<file path="src/rtl/ones_comp_acc.sv">
// 32-bit one's-complement accumulator: adds 16-bit words, then folds the
// upper half back into the lower half on request.
module ones_comp_acc (
  input  logic        clk,
  input  logic        rst,
  input  logic        clear,
  input  logic        add_en,
  input  logic [15:0] word,
  input  logic        fold,
  output logic [31:0] sum
);

  logic [31:0] sum_r;

  // Accumulator register; clear wins over fold, fold wins over add
  always_ff @(posedge clk) begin
    if (rst) begin
      sum_r <= 32'h0000_0000;
    end else if (clear) begin
      sum_r <= 32'h0000_0000;
    end else if (fold) begin
      sum_r <= {16'h0000, sum_r[15:0]} + {16'h0000, sum_r[31:16]};
    end else if (add_en) begin
      sum_r <= sum_r + {16'h0000, word};
    end else begin
      sum_r <= sum_r;
    end
  end

  assign sum = sum_r;

endmodule

</file>
<file path="config.mk">
export PLATFORM = sky130hd
export DESIGN_NAME = ones_comp_acc
export DESIGN_NICKNAME = d
export VERILOG_FILES = /design/src/rtl/ones_comp_acc.sv
export SDC_FILE = /design/constraint.sdc
export NUM_CORES = 1
export LEC_CHECK = 0
export ABC_AREA = 1
export CAP_MARGIN = 20
export CORE_ASPECT_RATIO = 1.4
export CORE_UTILIZATION = 36
export DETAILED_ROUTE_END_ITERATION = 10
export PLACE_DENSITY = 0.63
export RECOVER_POWER = 100
export SLEW_MARGIN = 20
export SYNTH_ARGS = -nofsm -noshare
export SYNTH_HDL_FRONTEND = slang
export SYNTH_SLANG_ARGS = --single-unit
</file>
<file path="constraint.sdc">
create_clock -name clk -period 5.4 [get_ports clk]
set_input_delay 0.54 -clock clk [delete_from_list [all_inputs] [get_ports clk]]
set_output_delay 0.54 -clock clk [all_outputs]
set_load 0.005 [all_outputs]
</file>
### After elaboration in Yosys (flattened, before gate mapping)

Index checks and enable logic that the tools add are counted.

* memory bits (writable): 0
* memory bits (read-only): 0
* word-level logic and storage cells: 7
* memories kept: 0
* flip-flop bits (word level): 32
* bits of input ports: 21
* latch bits: 0

* divide/modulo/power cells: 0
* $mul: 0
* reductions and logical operators: 2
* $add $sub $neg: 2
* equality and inequality tests: 0
* muxes and demuxes: 2
* bitwise operators: 0
* $lt $le $gt $ge: 0
* shifts and indexed selects: 0

Operators by type and width (count)
* 32-bit 2-to-1 mux: 2
* 32-bit by 16-bit adder with 32-bit output: 1
* 16-bit by 16-bit adder with 17-bit output: 1
* 2-bit nonzero test: 1
* 2-bit OR reduction: 1

### Logic depth before layout (Yosys ltp)

Gate-level depths: netlist of the first run.

* depth in word-level cells: 3
* depth in mapped cells: 13
* gate-level depth less buffers: 13

### Least setup slack after synthesis of the first run

Ideal clock, no wire load.

* path kind: input port to flip-flop
* start: input port word[0]
* end: register sum_r[24], in the netlist sum[24]
* data required time: 5287 ps
* cell stages on the path: 13
* slack: 3424 ps
* data arrival time: 1863 ps
* path buffers: 0
* path through: ha_1 > fa_1 > nand2_1 > nand2_1 > and2_4 > nand2_1 > nand2_1 > nand2_1 > nand2_2 > nand3_1 > nand2_1 > nand2_1 > nor2_1

* cells in the longest elaborated chain, start to end: 3

RTL lines
* start: declaration: line 8 `input logic [15:0] word,`
* 32-bit by 16-bit adder with 32-bit output: line 24 `sum_r <= sum_r + {16'h0000, word};`
* 32-bit 2-to-1 mux: line 23 `end else if (add_en) begin`
* 32-bit 2-to-1 mux: line 21 `end else if (fold) begin`
* end signal: assignment: line 22 `sum_r <= {16'h0000, sum_r[15:0]} + {16'h0000, sum_r[31:16]};`
* end signal: assignment: line 24
* end signal: assignment: line 26 `sum_r <= sum_r;`
* end: declaration: line 13 `logic [31:0] sum_r;`

No other way between the ends. The select of a mux whose other input is x is not followed.
A chain may end at the register's enable or synchronous reset.

### Worst setup path in the final report of the first run

* start: input port fold
* end: register sum_r[30], in the netlist sum[30]

* cells in the longest elaborated chain, start to end: 1
* elaborated cells on any way between the ends: 2

RTL lines
* start: declaration: line 9 `input logic fold,`
* 32-bit 2-to-1 mux / 2-bit nonzero test (equally long branches)

Several ways; a longest one is shown, not always the timed one.

==> insert_results.sql, run 1 <==
INSERT INTO impl_metrics (metric_group, metric, value, unit) VALUES
('status', 'outcome', 'completed', ''),
('detailed_routing', 'routed-wl-met3', '274', 'um'),
('placement', 'globalplace.congestion', '0.871', ''),
('grt', 'grt_start_max_net_pins', '33', ''),
('setup_path', 'cp_most_frequent_cell', 'sky130_fd_sc_hd__nor2_1', ''),
('cts', 'tritoncts_clock_tree', 'built', ''),
('layout', 'num-nets-final', '715', ''),
('run', 'number_of_maximum_capacitance_violations', '0', ''),
('layout', 'largest_register_ff_count', '32', ''),
('synth', 'synth_sequential_area_ratio', '18.3', '%'),
('detailed_routing', 'drt_first_pass_iters', '4', ''),
('setup_path', 'timing.rr.start', 'sum[0]', ''),
('setup_path', 'worstPathRequired', '5580', 'ps'),
('setup_path', 'path_delay_family', 'buffers and inverters', ''),
('cts', 'postCtsHoldBufs', '0', ''),
('timing', 'drv_slew', '0', ''),
('timing', 'finalHoldViolations', '0', ''),
('grt', 'grt_first_pass_wirelength', '17900', 'um'),
('power_and_ir_drop', 'p_per_area', '175', 'nW/um2'),
('cts', 'clock_sinks', '32', ''),
('setup_path', 'critical_path_peak_fanout', '32', ''),
('placement', 'numPortBuffers', '52', ''),
('hold_path', 'worst_hold_path_type', 'flip-flop to flip-flop', ''),
('floorplanning', 'fp.coreArea', '9460', 'um2'),
('cts', 'cts.path.max_buffers', '2', ''),
('timing', 'finalCritPeriodShare', '50.4', '%'),
('floorplanning', 'fp.dieW', '85.4', 'um'),
('detailed_routing', 'wire_per_inst', '14.2', 'um'),
('setup_path', 'timing.critical_path.arrival', '2900', 'ps'),
('setup_path', 'timing.reg2reg.worst_path_depth', '13', ''),
('detailed_routing', 'ant_nets', '0', ''),
('synth', 'yosysWarningCount', '0', ''),
('timing', 'worst-slew-pin-transition', '928', 'ps'),
('power_and_ir_drop', 'worst_ir_drop_vdd', '0.000146', 'V'),
('setup_path', 'worstSetupPathType', 'input port to flip-flop', ''),
('power_and_ir_drop', 'p_leak', '2.22', 'nW'),
('synth', 'synth_edf_count', '0', ''),
('grt', 'grtUsageTotal', '22.3', '%'),
('setup_path', 'critical_path.endpoint_type', 'flip-flop', ''),
('setup_path', 'crit_path_cell_trace', 'dlygate4sd3_1, nor2_1, inv_1, nand4_1, nor2_1, nand3_1, nand2_1, nor2_1', ''),
('layout', 'drive_gt1_share', '4.54', '%'),
('hold_path', 'worst_hold_startpoint', 'sum[0]', ''),
('synth', 'synth_seq_cells', '32', ''),
('synth', 'yosys_most_used_dff', 'sky130_fd_sc_hd__dfxtp_1', ''),
('setup_path', 'worst_r2r_endpoint', 'sum[20]', ''),
('layout', 'n_antenna_cell', '0', ''),
('floorplanning', 'row_count', '42', ''),
('cts', 'clock_latency', '280', 'ps'),
('grt', 'antenna_found_initial', '0', ''),
('floorplanning', 'starting_density', '37.1', '%'),
('hold_path', 'holdPathStages', '2', ''),
('floorplanning', 'die-height', '119', 'um'),
('detailed_routing', 'wl', '10900', 'um'),
('timing', 'slew_headroom', '37.9', '%'),
('synth', 'synth.avg_cell_area', '5.77', 'um2'),
('layout', 'area.growth.synth_to_final', '22.7', '%'),
('cts', 'clockRootBuffer', 'sky130_fd_sc_hd__clkbuf_16', ''),
('setup_path', 'startpoint_type', 'input port', ''),
('timing', 'clock_skew', '5.47', 'ps'),
('floorplanning', 'floorplan.io_pins', '53', ''),
('placement', 'pre_cts_slack', '2490', 'ps'),
('cts', 'cts_resized', '0', ''),
('timing', 'setup_ws', '2680', 'ps'),
('synth', 'synth.cell_area', '3510', 'um2'),
('cts', 'ctsHtreeMaxLevel', '2', ''),
('cts', 'cts_setup_buffers', '0', ''),
('timing', 'grt_setup_unrepaired', 'no', ''),
('detailed_routing', 'num_vias', '3908', ''),
('placement', 'detailedPlacementHpwl', '8990', 'um'),
('layout', 'filler_cell_count', '1019', ''),
('synth', 'postSynth.asyncResetShare', '0', '%');
-- worst register-to-register path, cell delays in order (launching register included) --
cell	delay [ps]
sky130_fd_sc_hd__dfxtp_1	340
sky130_fd_sc_hd__ha_1	220
sky130_fd_sc_hd__fa_1	380
sky130_fd_sc_hd__nand2_1	100
sky130_fd_sc_hd__nand2_1	70
sky130_fd_sc_hd__and2_0	200
sky130_fd_sc_hd__nand2_1	80
sky130_fd_sc_hd__nand2_1	90
sky130_fd_sc_hd__nand2_1	100
sky130_fd_sc_hd__nand2_1	130
sky130_fd_sc_hd__nand3_1	150
sky130_fd_sc_hd__nand2_1	70
sky130_fd_sc_hd__nand2_1	60
sky130_fd_sc_hd__nor2_1	40
-- area by class of cell --
type | count | area (um2) | share of cell area (%)
tap | 110 | 138 | 3.20
clock buffer | 7 | 153 | 3.54
multi-input combinational | 476 | 2470 | 57.4
clock inverter | 1 | 30.0 | 0.697
inverter | 92 | 345 | 8.02
sequential | 32 | 641 | 14.9
timing repair buffer | 53 | 528 | 12.3
-- where the power goes --
| group | total [mW] | switching, mW | internal [mW] |
|---|---|---|---|
| logic | 0.150 | 0.0883 | 0.0616 |
| registers | 0.252 | 0.0104 | 0.242 |
| clock network | 0.351 | 0.108 | 0.243 |
-- synth_stat cells, drive strengths merged, types with 6 or more instances --
cell    count  area, um2
a21oi      46        230
dfxtp      32        641
ha         32        400
inv        92        345
nand2     193        757
nand3      62        333
nand3b      6       45.0
nor2       69        274
nor3       16       85.1
o21ai      24        120
-- placed cells by master (no fill, tap or decap), types with 2 or more instances in the layout --
cell type | Yosys | final
sky130_fd_sc_hd__a211oi_1 | 4 | 4
sky130_fd_sc_hd__a21oi_1 | 46 | 46
sky130_fd_sc_hd__and2_1 | 2 | 2
sky130_fd_sc_hd__clkbuf_16 | 0 | 5
sky130_fd_sc_hd__clkbuf_8 | 0 | 2
sky130_fd_sc_hd__clkdlybuf4s50_1 | 0 | 19
sky130_fd_sc_hd__dfxtp_1 | 32 | 32
sky130_fd_sc_hd__dlygate4sd3_1 | 0 | 33
sky130_fd_sc_hd__fa_1 | 2 | 2
sky130_fd_sc_hd__ha_1 | 32 | 32
sky130_fd_sc_hd__inv_1 | 88 | 88
sky130_fd_sc_hd__inv_2 | 4 | 4
sky130_fd_sc_hd__nand2_1 | 184 | 186
sky130_fd_sc_hd__nand2_2 | 7 | 5
sky130_fd_sc_hd__nand2_4 | 2 | 2
sky130_fd_sc_hd__nand3_1 | 59 | 59
sky130_fd_sc_hd__nand3_2 | 2 | 2
sky130_fd_sc_hd__nand3b_1 | 6 | 6
sky130_fd_sc_hd__nand4_1 | 3 | 3
sky130_fd_sc_hd__nor2_1 | 65 | 65
sky130_fd_sc_hd__nor2_2 | 3 | 3
sky130_fd_sc_hd__nor3_1 | 15 | 15
sky130_fd_sc_hd__o21a_1 | 2 | 2
sky130_fd_sc_hd__o21ai_0 | 24 | 24
sky130_fd_sc_hd__or2_1 | 2 | 2
sky130_fd_sc_hd__xnor2_1 | 4 | 4
sky130_fd_sc_hd__xor2_1 | 2 | 2
-- layer usage --
metal  track usage [%]  vias up
met5                 0        -
met4              6.15        0
met3              2.29       18
met2              42.4       81
met1              26.0     1748
li1                  -     2061
-- per-stage QoR --
step / power, mW / hold WS [ps] / cells / utilization [%] / instance area, um2
after floorplan: 0.353 / 493 / 608 / - / 3510
after global placement: 0.408 / 519 / 763 / 43.7 / 4130
after detailed placement: 0.410 / 522 / 763 / 43.7 / 4130
after CTS: 0.760 / 530 / 771 / 45.6 / 4310
after global routing: 0.784 / 574 / 771 / 45.5 / 4310
final: 0.753 / 532 / 771 / 45.5 / 4310
-- kinds of logic after synthesis --
| kind of cell | Yosys count | share of synthesized area (%) |
|---|---|---|
| compound gates | 79 | 12.0 |
| buf+inv | 100 | 11.1 |
| fa+ha+maj | 34 | 12.5 |
| flops | 32 | 18.3 |
| xor+xnor | 6 | 1.50 |
| simple gates | 357 | 44.6 |
-- how the worst max path moves through the flow --
stage               startpoint      end  slack, ps  depth (start not counted)
detailed placement        fold  sum[30]       2490                          8
finish                    fold  sum[30]       2680                          8
floorplan              word[0]  sum[24]       3420                         13
global placement          fold  sum[30]       2540                          8
global route              fold  sum[30]       2350                          8
CTS                       fold  sum[30]       2790                          8
Note: power is estimated with default switching activity, not from simulation.
==> run 2: changes to the inputs <==
clock period = 2.6 ns   (was 5.4 ns; I/O delays follow)
==> insert_results.sql, run 2 (synthesis results as in run 1) <==
INSERT INTO impl_metrics (metric_group, metric, value, unit) VALUES
('status', 'outcome', 'completed', ''),
('power_and_ir_drop', 'seqPwrFrac', '33.1', '%'),
('floorplanning', 'row_count', '42', ''),
('grt', 'grt_first_pass_wirelength', '18300', 'um'),
('grt', 'grtUsageTotal', '23.0', '%'),
('grt', 'grt_pass1_vias', '3761', ''),
('placement', 'globalplace.congestion', '0.871', ''),
('detailed_routing', 'detailedRoute.firstIterationViolations', '240', ''),
('timing', 'finalCritPeriodShare', '82.3', '%'),
('power_and_ir_drop', 'worst_ir_drop_vdd', '0.000272', 'V'),
('setup_path', 'timing.critical_path.arrival', '2320', 'ps'),
('detailed_routing', 'drt_first_pass_iters', '5', ''),
('detailed_routing', 'wire_per_inst', '14.6', 'um'),
('layout', 'drive_gt1_share', '4.35', '%'),
('detailed_routing', 'route.detailed.drc', '0', ''),
('floorplanning', 'starting_density', '37.1', '%'),
('power_and_ir_drop', 'p_leak', '2.23', 'nW'),
('cts', 'clock_sinks', '32', ''),
('floorplanning', 'floorplan.io_pins', '53', ''),
('cts', 'cts.clk_slew.worst_paths', '60', 'ps'),
('layout', 'area.sequential', '641', 'um2'),
('layout', 'area.growth.synth_to_final', '22.9', '%'),
('timing', 'drv_slew', '0', ''),
('layout', 'mostFrequentLayoutCell', 'sky130_fd_sc_hd__nand2_1', ''),
('setup_path', 'cp_most_frequent_cell', 'sky130_fd_sc_hd__nand2_1', ''),
('cts', 'cts.path.max_buffers', '2', ''),
('timing', 'clock_skew', '2.40', 'ps'),
('cts', 'postCtsHoldBufs', '0', ''),
('cts', 'tritoncts_clock_tree', 'built', ''),
('setup_path', 'cp_slowest_stage_delay', '540', 'ps'),
('timing', 'period_needed', '2140', 'ps'),
('layout', 'final_cell_mix', '190 x sky130_fd_sc_hd__nand2_1, 88 x sky130_fd_sc_hd__inv_1, 65 x sky130_fd_sc_hd__nor2_1', ''),
('detailed_routing', 'num_vias', '4007', ''),
('timing', 'setup_ws', '459', 'ps'),
('setup_path', 'critical_path_peak_fanout', '8', ''),
('cts', 'cts_resized', '0', ''),
('timing', 'finalHoldViolations', '0', ''),
('grt', 'grt.overflow.total', '0', ''),
('timing', 'grt_setup_unrepaired', 'no', ''),
('run', 'number_of_maximum_capacitance_violations', '0', ''),
('setup_path', 'worstPathRequired', '2770', 'ps'),
('cts', 'ctsHtreeMaxLevel', '2', ''),
('power_and_ir_drop', 'intPower', '1.14', 'mW'),
('power_and_ir_drop', 'p_per_area', '366', 'nW/um2'),
('power_and_ir_drop', 'power.clock.fraction', '46.6', '%'),
('power_and_ir_drop', 'power.combinational.fraction', '20.2', '%'),
('hold_path', 'worst_hold_path_type', 'flip-flop to flip-flop', ''),
('cts', 'clockRootBuffer', 'sky130_fd_sc_hd__clkbuf_16', ''),
('timing', 'final_setup_violation_count', '0', ''),
('setup_path', 'worstSetupPathType', 'input port to flip-flop', ''),
('grt', 'antenna_found_initial', '0', ''),
('detailed_routing', 'ant_nets', '0', ''),
('timing', 'timing.fmax', '467', 'MHz'),
('power_and_ir_drop', 'power.switching_fraction', '27.8', '%'),
('floorplanning', 'die-area', '10200', 'um2'),
('detailed_routing', 'wl', '11400', 'um'),
('floorplanning', 'die-height', '119', 'um'),
('layout', 'num-nets-final', '721', ''),
('placement', 'pre_cts_slack', '328', 'ps'),
('setup_path', 'worst_path_max_delay_cell', 'sky130_fd_sc_hd__dlygate4sd3_1', ''),
('setup_path', 'startpoint_type', 'input port', ''),
('power_and_ir_drop', 'power.switching', '0.438', 'mW'),
('layout', 'filler_cell_count', '1044', ''),
('floorplanning', 'fp.dieW', '85.4', 'um'),
('detailed_routing', 'via_per_inst', '5.16', ''),
('placement', 'numPortBuffers', '52', ''),
('grt', 'grt_start_max_net_pins', '28', ''),
('timing', 'worst-slew-pin-transition', '492', 'ps'),
('cts', 'clock_latency', '280', 'ps'),
('timing', 'fin_setup_tns', '0', 'ps'),
('cts', 'cts_setup_buffers', '0', ''),
('layout', 'stdcell_count', '777', ''),
('placement', 'detailedPlacementHpwl', '9400', 'um'),
('placement', 'dp.cells', '769', ''),
('setup_path', 'crit_path_cell_trace', 'dlygate4sd3_1, ha_1, nand2_1, inv_1, nand2_1, nor3_1, nand2_1, nand2_1, nand2_2, nand2_1, nand3_1, nand2_1, nor2_1', ''),
('layout', 'largest_register_ff_count', '32', ''),
('layout', 'n_antenna_cell', '0', ''),
('cts', 'cts-buffers-inserted', '5', ''),
('layout', 'multiInputGateArea', '2440', 'um2'),
('setup_path', 'critical_path.endpoint_type', 'flip-flop', ''),
('timing', 'slew_headroom', '67.2', '%'),
('floorplanning', 'fp.coreArea', '9460', 'um2');
[run 2: cell types whose count changed in the layout (fill, tap and decap cells not counted), moves of 2 or more]
cell and change:
sky130_fd_sc_hd__nand2_1 +4, sky130_fd_sc_hd__buf_4 +4, sky130_fd_sc_hd__nand2_4 -2, sky130_fd_sc_hd__nand2_2 -2
[run 2: final cells by class]
cell class                      count  share of cell area, %
Clock buffer                        7                   3.54
Clock inverter                      1                  0.696
Sequential cell                    32                   14.9
Inverter                           92                   8.01
Timing Repair Buffer               59                   13.1
Multi-Input combinational cell    476                   56.6
Tap cell                          110                   3.19
[run 2: routing by layer]
layer | wire length, um | global-route usage [%] | up-vias
met4 | 380 | 9.48 | 0
met3 | 481 | 2.63 | 22
li1 | - | - | 2074
met5 | 0 | 0 | -
met1 | 4740 | 25.9 | 1804
met2 | 5770 | 42.8 | 107
[run 2: power by group through the flow]
stage	clock, mW	sequential (mW)	combinational (mW)
5_1_grt	0.760	0.524	0.360
4_1_cts	0.739	0.523	0.329
6_report	0.735	0.523	0.319
3_5_place_dp	0	0.534	0.326
2_1_floorplan	0	0.526	0.207
3_3_place_gp	0	0.534	0.323
[run 2: critical path: cells and delay by family]
| family | cells | cell delay [ps] |
|---|---|---|
| buf+inv | 2 | 650 |
| fa+ha+maj | 1 | 360 |
| simple gates | 10 | 1050 |
[run 2: through the flow]
stage / total power [mW] / util (%) / area, um2 / hold WS, ps
after floorplan: 0.733 / - / 3510 / 444
after global placement: 0.857 / 44.2 / 4180 / 515
after detailed placement: 0.860 / 44.2 / 4180 / 532
after CTS: 1.59 / 46.1 / 4360 / 539
after global routing: 1.64 / 45.6 / 4310 / 577
final: 1.58 / 45.6 / 4310 / 533
[run 2: worst paths after layout]
check | slack [ps] | cells past startpoint | startpoint | to
worst max-delay path | 460 | 13 | word[5] | sum[25]
worst min-delay path | 530 | 2 | sum[0] | sum[0]
worst max register to register | 500 | 10 | sum[10] | sum[27]
worst min register to register | 530 | 2 | sum[0] | sum[0]
==> run 3: changes to the inputs <==
PLACE_DENSITY = 0.65   (was 0.63)
clock period = 1.75 ns   (was 2.6 ns; I/O delays follow)
==> insert_results.sql, run 3 (synthesis results as in run 1) <==
INSERT INTO impl_metrics (metric_group, metric, value, unit) VALUES
('cts', 'cts.path.max_buffers', '2', ''),
('layout', 'num-nets-final', '809', ''),
('setup_path', 'critical_path.endpoint_type', 'flip-flop', ''),
('placement', 'pre_cts_slack', '-390', 'ps'),
('placement', 'globalplace.congestion', '0.926', ''),
('floorplanning', 'fp.dieW', '85.4', 'um'),
('layout', 'final_cell_mix', '151 x sky130_fd_sc_hd__nand2_1, 95 x sky130_fd_sc_hd__buf_4, 86 x sky130_fd_sc_hd__inv_1', ''),
('floorplanning', 'die-height', '119', 'um'),
('setup_path', 'startpoint_type', 'flip-flop', ''),
('setup_path', 'worstSetupPathType', 'flip-flop to flip-flop', ''),
('layout', 'mostFrequentLayoutCell', 'sky130_fd_sc_hd__nand2_1', ''),
('detailed_routing', 'via_per_inst', '5.13', ''),
('setup_path', 'timing.critical_path.arrival', '2070', 'ps'),
('cts', 'clock_sinks', '32', ''),
('layout', 'drive_gt1_share', '33.1', '%'),
('cts', 'cts-buffers-inserted', '5', ''),
('power_and_ir_drop', 'worst_ir_drop_vdd', '0.000350', 'V'),
('layout', 'n_antenna_cell', '0', ''),
('layout', 'largest_register_ff_count', '32', ''),
('timing', 'fin_setup_tns', '-725', 'ps'),
('timing', 'grt_setup_unrepaired', 'yes', ''),
('detailed_routing', 'route.detailed.drc', '0', ''),
('timing', 'setup_ws', '-101', 'ps'),
('grt', 'antenna_found_initial', '0', ''),
('detailed_routing', 'drt_first_pass_iters', '4', ''),
('setup_path', 'worstPathRequired', '1970', 'ps'),
('cts', 'clockRootBuffer', 'sky130_fd_sc_hd__clkbuf_16', ''),
('layout', 'layout.core_utilization', '60.2', '%'),
('setup_path', 'critical_path_peak_fanout', '4', ''),
('detailed_routing', 'detailedRoute.firstIterationViolations', '183', ''),
('floorplanning', 'die-area', '10200', 'um2'),
('detailed_routing', 'wire_per_inst', '15.2', 'um'),
('power_and_ir_drop', 'p_leak', '2.66', 'nW'),
('status', 'outcome', 'finished with violations', ''),
('cts', 'ctsHtreeMaxLevel', '2', ''),
('grt', 'grt.overflow.total', '0', ''),
('detailed_routing', 'ant_nets', '0', ''),
('setup_path', 'launch_point_of_the_critical_path', 'sum[0]', ''),
('grt', 'grt_first_pass_wirelength', '20100', 'um'),
('floorplanning', 'starting_density', '37.1', '%'),
('hold_path', 'worst_hold_path_type', 'input port to flip-flop', ''),
('timing', 'finalHoldViolations', '0', ''),
('detailed_routing', 'num_vias', '4437', ''),
('placement', 'detailedPlacementHpwl', '10100', 'um'),
('run', 'number_of_maximum_capacitance_violations', '0', ''),
('timing', 'finalCritPeriodShare', '106', '%'),
('grt', 'grtUsageTotal', '25.3', '%'),
('timing', 'clock_skew', '5.52', 'ps'),
('timing', 'period_needed', '1850', 'ps'),
('timing', 'final_setup_violation_count', '12', ''),
('floorplanning', 'row_count', '42', ''),
('grt', 'grt_start_max_net_pins', '20', ''),
('layout', 'area.growth.synth_to_final', '62.2', '%'),
('setup_path', 'reg2reg_setup_slack', '-100', 'ps'),
('timing', 'timing.fmax', '540', 'MHz'),
('grt', 'grt_pass1_vias', '4351', ''),
('placement', 'numPortBuffers', '52', ''),
('setup_path', 'timing.rr.start', 'sum[0]', ''),
('timing', 'drv_slew', '0', ''),
('cts', 'tritoncts_clock_tree', 'built', ''),
('timing', 'worst-slew-pin-transition', '501', 'ps'),
('power_and_ir_drop', 'design_power_total', '2.38', 'mW'),
('timing', 'slew_headroom', '66.4', '%'),
('floorplanning', 'fp.coreArea', '9460', 'um2'),
('layout', 'filler_cell_count', '858', ''),
('cts', 'cts.clk_slew.worst_paths', '60', 'ps'),
('hold_path', 'worst_hold_startpoint', 'word[0]', ''),
('status', 'violations', 'setup timing', ''),
('cts', 'clock_latency', '280', 'ps'),
('power_and_ir_drop', 'p_per_area', '419', 'nW/um2'),
('floorplanning', 'floorplan.io_pins', '53', ''),
('detailed_routing', 'wl', '13200', 'um');
[run 3: cell types whose count changed in the layout (fill, tap and decap cells not counted), moves of 24 or more]
| cell | before | now |
|---|---|---|
| sky130_fd_sc_hd__clkdlybuf4s50_1 | 19 | 49 |
| sky130_fd_sc_hd__buf_4 | 5 | 95 |
| sky130_fd_sc_hd__nand2_2 | 3 | 33 |
| sky130_fd_sc_hd__ha_4 | 0 | 24 |
| sky130_fd_sc_hd__ha_1 | 32 | 7 |
| sky130_fd_sc_hd__dlygate4sd3_1 | 33 | 0 |
| sky130_fd_sc_hd__nand2_1 | 190 | 151 |
[run 3: per-stage QoR]
| stage | std cells | hold slack, ps | area, um2 |
|---|---|---|---|
| 2_1_floorplan | 608 | 359 | 3510 |
| 3_3_place_gp | 849 | 518 | 4780 |
| 3_5_place_dp | 849 | 527 | 4780 |
| 4_1_cts | 862 | 515 | 5230 |
| 5_1_grt | 865 | 462 | 5690 |
| 6_report | 865 | 394 | 5690 |
[run 3: critical path, cell delays in order (launching register included)]
cell and delay [ps]:
sky130_fd_sc_hd__dfxtp_4 360, sky130_fd_sc_hd__ha_4 170, sky130_fd_sc_hd__fa_2 390, sky130_fd_sc_hd__nand2_2 80, sky130_fd_sc_hd__nand2_2 60, sky130_fd_sc_hd__and2_4 160
sky130_fd_sc_hd__nand2_4 60, sky130_fd_sc_hd__nand2_4 50, sky130_fd_sc_hd__nand2_4 90, sky130_fd_sc_hd__nand2_4 80, sky130_fd_sc_hd__nand2_1 70, sky130_fd_sc_hd__nand3_1 90
sky130_fd_sc_hd__a21oi_2 130
[run 3: what timing repair did]
item / CTS / global route
hold buffers: 0 / 0
gates cloned: 0 / 0
resized for setup: 58 / 94
buffers inserted: 5 / 3
endpoints found under the setup margin: 27 / 28
pin swaps: 4 / 35
[run 3: report_power, final]
group / switching, mW / internal [mW]
Combinational: 0.362 / 0.357
Sequential: 0.0399 / 0.742
Clock: 0.354 / 0.529
Total: 0.756 / 1.63
[run 3: cell type report]
type	instances	area, um2	share of cell area, %
well taps	110	138	2.42
flip-flops and latches	32	682	12.0
inverters	92	350	6.15
repair buffers	147	1240	21.8
multi-input cells	476	3130	55.0
clock inverters	3	23.8	0.418
clock buffers	5	125	2.20
[run 3: final timing paths]
kind	to	cells past startpoint
setup / recovery	sum[16]	12
hold / removal	sum[0]	4
setup reg to reg	sum[16]	12
hold reg to reg	sum[0]	2
[run 3: per-layer routing]
layer,up-vias,track usage [%],routed length (um)
met5,-,0,0
met4,0,13.1,653
met3,45,3.60,542
met2,120,47.7,6920
met1,2032,26.6,5050
li1,2240,-,-
==> edit 1: new RTL, config.mk and constraints of run 3 <==
Reset style: asynchronous (`rst`), changed in one clocked block.
--- a/src/rtl/ones_comp_acc.sv
+++ b/src/rtl/ones_comp_acc.sv
@@ -13,7 +13,7 @@
   logic [31:0] sum_r;
 
   // Accumulator register; clear wins over fold, fold wins over add
-  always_ff @(posedge clk) begin
+  always_ff @(posedge clk or posedge rst) begin
     if (rst) begin
       sum_r <= 32'h0000_0000;
     end else if (clear) begin
Behaviour: differs if rst is asserted again (counterexample within 4 cycles, from zero or initial values and one cycle with rst high); with rst held inactive, the same outputs for 10 cycles.
==> edit 1 against run 3 <==
The run still ends with setup timing left; non-clock buffer count grew 23; area after synthesis increased by 12%; cell area up 21%; routed wire length grew 19%; sequential cell count unchanged; first-iteration DRC count is 72% higher; setup slack got worse by 0.046 ns.
Power is not compared: it rests on default switching activity, and its combinational part moved more than twofold at a synthesized area within 25%.
==> edit 1: results (changes against run 3) <==
Worst R2R Start - sum[0]
First-pass DRT Iterations - 4 (unchanged)
share of cells above drive strength 1 - 42.37% (+9.3 points)
CP max-delay cell - dfrtp_1
drt wl/cell - 15.71 um (+3.2%)
Synth area leaders - nand2_1, dfrtp_1, inv_1, ha_1, nand3_1
GPL Wtd Cong - 0.9555 (+3.2%)
Synth cell types - 37 (unchanged)
hold depth - 2 (-2)
Post-synth top cells - nand2_1, inv_1, nand3_1, nor2_1
first-pass GRT wire length - 23.06 mm (+14%)
largest net degree at the start of global routing - 33 (+65%)
syn_nets - 745 (+12%)
n_diodes - 0 (unchanged)
Yosys warnings - 0 (unchanged)
Area after DPL - 5301 um^2 (+11%)
HP Class - flip-flop to flip-flop
outcome - finished, violations left
CTS H-tree lvls - 2 (unchanged)
syn_area_per_cell - 5.721 um^2 (-0.89%)
port bufs - 52 (unchanged)
ys async rst share - 100.0% (+100 points)
IR drop worst, VDD - 0.4756 mV
clock buffer count from CTS - 5 (unchanged)
final setup vio count - 26 (+14)
vias in the first global route - 4814 (+11%)
global-route usage over all layers - 25.35% (+0.042 points)
failing checks - setup timing
DR vias - 5085 (+15%)
slowest stage delay, CP - 0.37 ns (-0.02 ns)
Clk pin slew, worst setup/hold paths - 0.06 ns (about the same)
nets@finish - 913 (+13%)
crit path kind - flip-flop to flip-flop
Slew HR - 38.68% (-28 points)
Worst Setup Slack, final - -0.1465 ns (-0.04577 ns)
Longest Clk Path Bufs - 2 (unchanged)
Leak Pwr - 0.003483 uW
skew final - 0.003983 ns (-0.001540 ns)
CTS root buf - clkbuf_16
R2R depth - 15 (+3)
Primary FF master, synth - dfrtp_1
critical-path maximum fanout - 6 (+2)
dpl hpwl - 11.17 mm (+11%)
initial antenna violation count - 0 (unchanged)
Iteration-0 DRC Markers - 314 (+72%)
Finished Layout Cells - 997 (+15%)
FF-to-FF End - sum[20]
dpl ws - -0.3716 ns (+0.01790 ns)
clk_lat worst skew - 0.28 ns (about the same)
sequential area share after synthesis - 20.29% (+2.0 points)
max reg flops - 32 (unchanged)
Placed Cells - 962 (+13%)
## edit 1: cell count changes after synthesis, sizes merged, moves of 14 or more
| cell | change |
|---|---|
| a21oi | -15 |
| dfrtp | +32 |
| dfxtp | -32 |
| inv | +30 |
| nand2 | +73 |
| nand3 | +21 |
| o21ai | -14 |
## edit 1: final cells by class
type                       instances  area, um^2
clock buffer                       5       125.1
clock inverter                     3       42.54
fill                             839        3602
inverter                         122       462.9
multi-input combinational        527        3841
sequential                        32       814.5
tap                              138       172.7
timing repair buffer             170        1454
## edit 1: what timing repair did
action / 4_1_cts / 5_1_grt
pin swaps: 21 / 76
setup endpoints to repair: 27 / 28
setup buffers: 5 / 22
hold buffers: 0 / 0
resized for setup: 87 / 203
## edit 1: how the worst min path moves through the flow
stage,start,endpoint,slack [ns]
after floorplan,rst,sum[0],0.29
after global placement,sum[9],sum[9],0.54
after detailed placement,sum[9],sum[9],0.55
after CTS,rst,sum[2],0.32
after global routing,sum[6],sum[6],0.63
final,sum[6],sum[6],0.60
## edit 1: cells by family after synthesis
| group | after synthesis | synth area share, % |
|---|---|---|
| and+or+nand+nor | 439 | 47.77 |
| buffers and inverters | 131 | 12.90 |
| AOI/OAI and AO/OA | 50 | 6.973 |
| adders and majority gates | 34 | 11.16 |
| DFF | 32 | 20.29 |
| xor gates and xnor gates | 3 | 0.6657 |
| muxes | 1 | 0.2536 |
## edit 1: critical path: cells and delay by family (launching register included)
family                   cells  cell delay [ns]
AND/OR/NAND/NOR             10             0.77
adder cells (fa/ha/maj)      2             0.45
flip-flops                   1             0.37
buffers and inverters        3             0.23
## edit 1: where the power goes
group	switching (uW)	total, uW	leakage [uW]	internal, uW
clock	353	1020	0.0000798	669
combinational	1030	1990	0.00299	967
sequential	82.6	875	0.000415	792
## edit 1: layer usage
metal	vias to the layer above	GRT usage, %	wire (um)
li1	2505	-	-
met1	2357	29.35	6071
met2	163	47.10	8254
met3	60	2.355	600
met4	0	10.53	737
met5	-	0	0
## edit 1: per-stage QoR
stage               setup TNS, ns  power [uW]
floorplan                 -0.1040        1559
global placement           -7.160        2170
detailed placement         -8.007        2188
CTS                        -1.340        3402
global route               -5.058        4090
finish                     -1.897        3891
==> edit 2: new RTL, flow settings as in run 3 <==
Made on the original files. Register the output `sum` once more, with the module's reset; this adds one clock of latency there.
--- a/src/rtl/ones_comp_acc.sv
+++ b/src/rtl/ones_comp_acc.sv
@@ -27,7 +27,13 @@
     end
   end
 
-  assign sum = sum_r;
+  always_ff @(posedge clk) begin
+    if (rst) begin
+      sum <= '0;
+    end else begin
+      sum <= sum_r;
+    end
+  end
 
 endmodule
 
Behaviour: not the same (a bounded check fails within 4 cycles, from zero or initial values and one cycle with rst high).
==> edit 2 against run 3 <==
The flow still finishes with violations (setup timing); routed wire length is 15% higher; cell area is 18% higher; fmax is 1.1% higher; sequential cell count is 32 higher; power is 74% higher; combinational power is 3% higher; count of clock-buffer cells in the layout is 7 higher; cell count is 16% higher; area after synthesis is 28% higher; setup slack better by 0.020 ns; critical path type unchanged; highest routed layer unchanged.
==> edit 2: results (changes against run 3) <==
outcome - finished, violations left
failing checks - setup timing
fillers - 1166 (+36%)
inverters - 121 (+32%)
CTS H-tree lvls - 3 (+1)
crit path capture - sum_r[16]
vias in the first global route - 4659 (+7.1%)
global-route usage over all layers - 23.30% (-2.0 points)
Multi-input gate area - 3239 um^2 (+3.4%)
CTS sink cnt - 64 (+100%)
combinational power - 737 uW (+3%)
dpl hpwl - 11.44 mm (+14%)
HP Class - flip-flop to flip-flop
final setup vio count - 13 (+1)
Hold Slack - 0.4866 ns (+0.09304 ns)
First-pass DRT Iterations - 5 (+1)
hold depth - 2 (-2)
Iteration-0 DRC Markers - 310 (+69%)
Post-CTS Setup Bufs - 1 (-4)
#MultiIn Comb - 512 (+7.6%)
largest net degree at the start of global routing - 33 (+65%)
sequential area share after synthesis - 28.57% (+10 points)
dpl ws - -0.3769 ns (+0.01261 ns)
worst setup path start - sum_r[0]
FF/Latch Area - 1310 um^2 (+92%)
nets@finish - 906 (+12%)
NonClk Buf Share - 17.85% (-4.0 points)
Post-synth top cells - nand2_1, inv_1, nor2_1, dfxtp_1, nand3_1
critical-path maximum fanout - 3 (-1)
Worst Setup Slack, final - -0.08114 ns (+0.01960 ns)
Synth area leaders - dfxtp_1, nand2_1, inv_1, ha_1, nor2_1
Resized Gates After CTS - 40 (-31%)
skew final - 0.006144 ns (+0.0006206 ns)
Reg power frac - 36.4% (+3.6 points)
Post-Route WL - 15.19 mm (+15%)
Slew HR - 52.59% (-14 points)
CLK BUF - 12 (+7)
Clock-cell share - 4.738% (+2.1 points)
IR drop worst, VDD - 0.4876 mV (+39%)
share of cells above drive strength 1 - 31.19% (-1.9 points)
worst hold start - sum_r[31]
worst hold endpoint - sum[31]
clock buffer count from CTS - 9 (+4)
nonclk buf count - 143 (-2.7%)
Synth cell types - 39 (+5.4%)
[edit 2: cell types whose count changed after synthesis, sizes merged, moves of 2 or more]
cell / run 3 / this run
dfxtp: 32 / 64
inv: 92 / 119
nor2: 69 / 92
a21oi: 46 / 54
nand2: 193 / 201
xnor2: 4 / 1
clkbuf: 4 / 6
clkinv: 0 / 2
nand3b: 6 / 4
or2: 3 / 5
xor2: 2 / 0
[edit 2: worst max-delay path, stage by stage, from the launching register on]
cell and delay (ns):
dfxtp_4 0.36, ha_4 0.17, fa_2 0.41, nand2_4 0.09, nand2_2 0.05, nand2_2 0.09
nand2_4 0.08, nand3_2 0.09, nand3_2 0.11, nand2_1 0.07, nand2_1 0.07, nand2_2 0.08
a21oi_2 0.05
[edit 2: cell families (layout without fill, tap and decap cells)]
group | count (synthesis) | after routing | synth area share [%]
and+or+nand+nor | 389 | 389 | 39.54
adders and majority gates | 34 | 34 | 9.821
xor gates and xnor gates | 1 | 1 | 0.1953
DFF | 64 | 64 | 28.57
buffers and inverters | 132 | 280 | 11.36
AOI/OAI and AO/OA | 88 | 88 | 10.52
[edit 2: per-layer routing]
metal / GRT usage, % / up-vias / share of wire [%]
li1: - / 2537 / -
met1: 25.77 / 2328 / 40
met2: 41.06 / 153 / 52
met3: 3.175 / 40 / 3.7
met4: 14.22 / 0 / 5.0
met5: 0 / - / 0
[edit 2: stage by stage]
stage | cell area, um^2 | setup TNS (ns) | instances | total power [uW]
3_5_place_dp | 5767 | -8.121 | 980 | 2172
4_1_cts | 6246 | -0.004732 | 997 | 4100
5_1_grt | 6708 | -2.177 | 1003 | 4308
6_report | 6708 | -0.2831 | 1003 | 4158
3_3_place_gp | 5767 | -7.571 | 980 | 2167
2_1_floorplan | 4484 | 0 | 708 | 1878
